`src/rtl/dft_pkg.sv`:
```
// Shared constants, read-FSM state and sample type for the DFT input buffer.
// Pure declarations: no latency, no flow control.
package dft_pkg;
  localparam int N_DFT    = 12;
  localparam int SAMPLE_W = 16;
  localparam int IDX_W    = 5;

  typedef enum logic [1:0] {IDLE, START, BUSY} rd_state_e;

  typedef struct packed {
    logic signed [SAMPLE_W-1:0] re;
    logic signed [SAMPLE_W-1:0] im;
  } sample_t;
endpackage

```
`src/rtl/dft_12_bank.sv`:
```
// N-entry complex register file: synchronous write, combinational read.
// Out-of-range read index returns 0; no flow control (write enable only).
module dft_12_bank
  import dft_pkg::*;
#(
  parameter int N  = N_DFT,
  parameter int DW = SAMPLE_W,
  parameter int IW = IDX_W
) (
  input  logic                   clk,
  input  logic                   we,
  input  logic [$clog2(N)-1:0]   waddr,
  input  logic signed [DW-1:0]   wre,
  input  logic signed [DW-1:0]   wim,
  input  logic [IW-1:0]          raddr,
  output logic signed [DW-1:0]   rre,
  output logic signed [DW-1:0]   rim
);
  localparam int AW = $clog2(N);

  logic signed [DW-1:0] mem_re [N];
  logic signed [DW-1:0] mem_im [N];

  always_ff @(posedge clk) begin
    if (we) begin
      mem_re[waddr] <= wre;
      mem_im[waddr] <= wim;
    end
  end

  // The range check makes the truncated index safe.
  assign rre = (raddr < IW'(N)) ? mem_re[raddr[AW-1:0]] : '0;
  assign rim = (raddr < IW'(N)) ? mem_im[raddr[AW-1:0]] : '0;
endmodule

```
`src/rtl/dft_12_in_buf.sv`:
```
// Ping-pong block buffer ahead of the 12-point DFT; o_start two cycles after the 12th write, read data combinational.
// o_ready drops only when both banks hold unread blocks; samples offered then are dropped and flag o_ovf.
module dft_12_in_buf
  import dft_pkg::*;
#(
  parameter int N  = N_DFT,
  parameter int DW = SAMPLE_W,
  parameter int IW = IDX_W
) (
  input  logic                 clk,
  input  logic                 rst,
  input  logic                 i_valid,
  input  logic                 i_sof,
  input  logic signed [DW-1:0] i_re,
  input  logic signed [DW-1:0] i_im,
  output logic                 o_ready,
  output logic                 o_ovf,
  output logic                 o_start,
  input  logic [IW-1:0]        i_n,
  input  logic                 i_done_all,
  output logic signed [DW-1:0] o_re,
  output logic signed [DW-1:0] o_im,
  output logic                 o_busy
);
  localparam int AW = $clog2(N);

  rd_state_e     state;
  logic [1:0]    full;
  logic          wr_bank;
  logic          rd_bank;
  logic [AW-1:0] wr_idx;
  logic          start_q;
  logic          busy_q;
  logic          ovf_q;

  logic          hs;
  logic          wr_last;
  logic          release_bank;
  logic [AW-1:0] waddr;
  logic [1:0]    full_set;
  logic [1:0]    full_clr;
  logic signed [DW-1:0] re0, im0, re1, im1;

  assign o_ready      = !rst && !full[wr_bank];
  assign hs           = i_valid && o_ready;
  assign waddr        = i_sof ? '0 : wr_idx;
  assign wr_last      = hs && !i_sof && (wr_idx == AW'(N-1));
  assign release_bank = (state == BUSY) && i_done_all;
  assign full_set     = wr_last ? (wr_bank ? 2'b10 : 2'b01) : 2'b00;
  assign full_clr     = release_bank ? (rd_bank ? 2'b10 : 2'b01) : 2'b00;

  always_ff @(posedge clk) begin
    if (rst) begin
      state   <= IDLE;
      full    <= 2'b00;
      wr_bank <= 1'b0;
      rd_bank <= 1'b0;
      wr_idx  <= '0;
      start_q <= 1'b0;
      busy_q  <= 1'b0;
      ovf_q   <= 1'b0;
    end else begin
      if (i_valid && !o_ready) ovf_q <= 1'b1;
      if (hs) begin
        if (wr_last) begin
          wr_idx  <= '0;
          wr_bank <= ~wr_bank;
        end else begin
          wr_idx  <= waddr + AW'(1);
        end
      end
      // Completion and release always target different banks.
      full <= (full | full_set) & ~full_clr;
      case (state)
        IDLE: begin
          start_q <= 1'b0;
          busy_q  <= 1'b0;
          if (full[rd_bank]) begin
            state   <= START;
            start_q <= 1'b1;
          end
        end
        START: begin
          state   <= BUSY;
          start_q <= 1'b0;
          busy_q  <= 1'b1;
        end
        BUSY: begin
          if (i_done_all) begin
            state   <= IDLE;
            busy_q  <= 1'b0;
            rd_bank <= ~rd_bank;
          end
        end
        default: begin
          state   <= IDLE;
          start_q <= 1'b0;
          busy_q  <= 1'b0;
        end
      endcase
    end
  end

  assign o_start = start_q && !rst;
  assign o_busy  = busy_q && !rst;
  assign o_ovf   = ovf_q && !rst;

  dft_12_bank #(.N(N), .DW(DW), .IW(IW)) u_bank0 (
    .clk(clk), .we(hs && !wr_bank), .waddr(waddr), .wre(i_re), .wim(i_im),
    .raddr(i_n), .rre(re0), .rim(im0)
  );

  dft_12_bank #(.N(N), .DW(DW), .IW(IW)) u_bank1 (
    .clk(clk), .we(hs && wr_bank), .waddr(waddr), .wre(i_re), .wim(i_im),
    .raddr(i_n), .rre(re1), .rim(im1)
  );

  assign o_re = (state != IDLE) ? (rd_bank ? re1 : re0) : '0;
  assign o_im = (state != IDLE) ? (rd_bank ? im1 : im0) : '0;
endmodule

```
`config.mk`:
```
export PLATFORM = sky130hd
export DESIGN_NAME = dft_12_in_buf
export DESIGN_NICKNAME = d
export VERILOG_FILES = /design/src/rtl/dft_pkg.sv /design/src/rtl/dft_12_bank.sv /design/src/rtl/dft_12_in_buf.sv
export SDC_FILE = /design/constraint.sdc
export NUM_CORES = 1
export LEC_CHECK = 0
export BUFFER_PORTS_ARGS = -buffer_cell sky130_fd_sc_hd__buf_2
export CAP_MARGIN = 5
export CORE_UTILIZATION = 30
export DETAILED_ROUTE_END_ITERATION = 8
export HOLD_SLACK_MARGIN = 0.03
export PLACE_DENSITY_LB_ADDON = 0.15
export SLEW_MARGIN = 20
export SYNTH_ARGS = -nofsm -noshare
export SYNTH_HDL_FRONTEND = slang
export SYNTH_HIERARCHICAL = 1
export SYNTH_SLANG_ARGS = --single-unit
```
`constraint.sdc`:
```
create_clock -name clk -period 5.4 [get_ports clk]
set_input_delay 0.27 -clock clk [delete_from_list [all_inputs] [get_ports clk]]
set_output_delay 0.27 -clock clk [all_outputs]
set_load 0.005 [all_outputs]
```
==> flow_metrics.py <==
metrics = {
    "sta": {
        "finalHoldViolCount": 0,
        "clock_skew_ps": 23.6,
        "worst_pin_slew_ps": 1140,
        "finalSetupViolations": 0,
        "fmax_mhz": 283,
        "finalCritPeriodShare_pct": 65.5,
        "drv_slew": 0,
        "final.setup.tns_ps": 0,
        "relSlewSlack_pct": 23.7,
        "grt_setup_unrepaired": "no",
        "fin_crit_ps": 3540,
        "setup_slack_ps": 1860,
    },
    "synthesis": {
        "ys_ff_latch": 781,
        "synthDominantCellAreaShare_pct": 69.7,
        "synthDistinctLibCells": 50,
        "ys_seq_area_share_pct": 70.5,
        "avgSynthCellArea_um2": 19.4,
        "synth.cell_area_um2": 33100,
        "async_reset_ff_share_pct": 0,
        "syn_nets": 1752,
        "synth_enable_flop_cells": 768,
        "synthFlopType": "edfxtp_1",
        "synthCells": 1709,
        "netlist_top_cells_area": "edfxtp_1 70%, mux4_2 8.7%, mux2i_1 4.9%",
        "ys_warn_count": 6,
        "synth_top_area_cell": "edfxtp_1",
    },
    "grt": {
        "grt_max_degree": 73,
        "grt_pass1_wl_um": 135000,
        "overflow": 0,
        "antenna_found_initial": 0,
        "grt_pass1_vias": 18000,
        "met1_usage_pct": 24.4,
        "met3_usage_pct": 2.13,
        "met2_usage_pct": 27.2,
        "grt_usage_pct": 17.0,
        "grt.busiest_layer": "met2",
    },
    "worst_setup_path": {
        "crit_start": "i_n[1]",
        "critPathKind": "in2out",
        "cp-end-kind": "primary output",
        "rr_worst_depth": 5,
        "rr_startpoint": "wr_bank$_SDFFE_PP0P_",
        "worst_ep_arrival_time_ps": 3270,
        "start_kind": "input port",
        "r2r_setup_slack_ps": 1960,
        "critPathSlowestCell": "buf_4",
        "crit_path_cell_trace": "buf_6, buf_4, nor2_4, buf_4, a22oi_1, a211oi_2, mux2i_1, nor2_1, buf_2",
        "crit_path_frequent_cell": "buf_4",
        "cp_slowest_stage_delay_ps": 620,
        "timing.rr.end": "u_bank1/mem_re[3][11]$_DFFE_PP_",
        "cp_max_fo": 41,
        "critical_path_required_ps": 5130,
    },
    "drt": {
        "postRouteAntennaNets": 0,
        "dr.pass1.iters": 5,
        "viasPerCell": 5.20,
        "vias": 17500,
        "drtIter0Drc": 1493,
        "routedWlPerCell_um": 28.3,
        "wirelength_um": 95100,
        "drc": 0,
    },
    "worst_hold_path": {
        "hp-class": "in2reg",
        "hold_start": "i_re[14]",
        "whs_endpoint": "u_bank0/mem_re[8][14]$_DFFE_PP_",
        "min_path_cells": 1,
    },
    "finish": {
        "area_delta_synth_final_pct": 15.6,
        "drive_gt1_share_pct": 28.9,
        "final_common_cell": "edfxtp_1",
        "final_nets": 1857,
        "final_cell_mix": "768 x edfxtp_1, 163 x mux2i_1, 128 x mux4_2, 88 x clkbuf_16, 72 x buf_2",
        "fillers": 10200,
        "fin_util_pct": 35.1,
    },
    "outcome": {
        "status": "finished, final reports clean",
    },
    "floorplan": {
        "start_util_pct": 30.3,
        "die_w_um": 334,
        "num_rows": 121,
        "coreArea_um2": 109000,
        "ios": 78,
        "die_area_um2": 112000,
        "die_h_um": 334,
    },
    "power_and_ir_drop": {
        "total_leakage_power_uw": 0.0120,
        "vdd_drop_max_v": 0.000207,
        "power.density_nw_per_um2": 344,
    },
    "cts": {
        "cts_tree": "yes",
        "insertion_delay_ps": 650,
        "clockBufferDepth": 3,
        "postCtsSetupRepairBufs": 0,
        "cts_buffers": 86,
        "clkSinkCount": 781,
        "cts.htree.levels": 3,
        "path_clk_slew_ps": 60,
        "clockRootBuffer": "clkbuf_16",
    },
    "placement": {
        "place_hpwl_um": 56000,
        "io_buffer_count": 77,
        "place_ws_ps": 1860,
        "routabilityCongestion": 0.753,
    },
    "run": {
        "cap_violations": 0,
    },
}
## flip-flops by register name, indices dropped and copies added, names as in the netlist
name            cells
busy_q              1
full                2
ovf_q               1
rd_bank             1
start_q             1
state               2
u_bank0/mem_im    192
u_bank0/mem_re    192
u_bank1/mem_im    192
u_bank1/mem_re    192
wr_bank             1
wr_idx              4
## final cells by class
class                   count  area, um^2  area share [%]
flip-flops and latches    781       23300            60.9
multi-input cells         802        9290            24.3
clock buffers             111        2290            5.98
well taps                1476        1850            4.83
repair buffers            140        1050            2.75
clock inverters            46         450            1.18
inverters                   3        11.3          0.0294
diodes                      3        7.51          0.0196
## how the worst max path moves through the flow
stage / to / slack (ps) / depth (start not counted)
6_report: o_re[1] / 1860 / 9
3_3_place_gp: o_re[0] / 1860 / 9
3_5_place_dp: o_re[0] / 1860 / 9
4_1_cts: o_re[0] / 1850 / 9
5_1_grt: o_re[0] / 1760 / 9
2_1_floorplan: u_bank0/mem_im[0][0]$_DFFE_PP_ / 1290 / 6
## cell usage after synthesis, types with 2 or more instances
master	number
nor3_1	6
dfxtp_1	13
nor2_1	58
nor2b_1	14
and2_1	2
a211oi_1	65
a22oi_1	64
o21ai_0	3
mux2_2	60
clkbuf_1	56
buf_1	6
edfxtp_1	768
or3b_2	2
nand2_1	4
buf_4	6
a211oi_2	64
mux2i_1	163
nand2b_1	5
buf_6	23
inv_1	3
buf_2	32
a21oi_1	4
mux2_1	68
mux4_2	128
nand3b_1	4
a221o_1	64
## kinds of logic after synthesis
group                      Yosys count  share of synthesized area [%]
and+or+nand+nor                    104                           1.58
muxes                              420                           18.0
adders and majority gates            1                         0.0378
DFF                                781                           70.5
buffers and inverters              126                           2.14
AOI/OAI and AO/OA                  276                           7.69
xor gates and xnor gates             1                         0.0265
## stage by stage
stage          hold slack [ps]  area [um^2]  instances  power [uW]
2_1_floorplan              369        33100       1709        7250
3_3_place_gp               461        35400       3194        7540
3_5_place_dp               464        35500       3198        7550
4_1_cts                   36.8        38300       3359       13300
5_1_grt                   71.0        38300       3359       13600
6_report                  65.9        38300       3362       13200
## routing by layer
metal	routed length, um	share of wire, %	vias up
met1	44700	47	9470
met3	3780	4.0	126
met4	1970	2.1	0
met2	44700	47	427
met5	0	0	-
li1	-	-	7444
## power by group
part           switching [uW]  internal (uW)
logic                     473            261
clock network            2420           3340
registers                4.10           6670
total                    2900          10300
## critical path, delay by kind of cell
family          cells  cell delay (ps)
compound gates      2              350
buf+inv             4             1560
simple gates        2              410
mux                 1              560
## repair_timing
item / 4_1_cts / 5_1_grt
endpoints found under the hold margin: 20 / 0
hold buffers: 4 / 0
gates resized for setup: 0 / 0
Note: power is estimated with default switching activity, not from simulation.
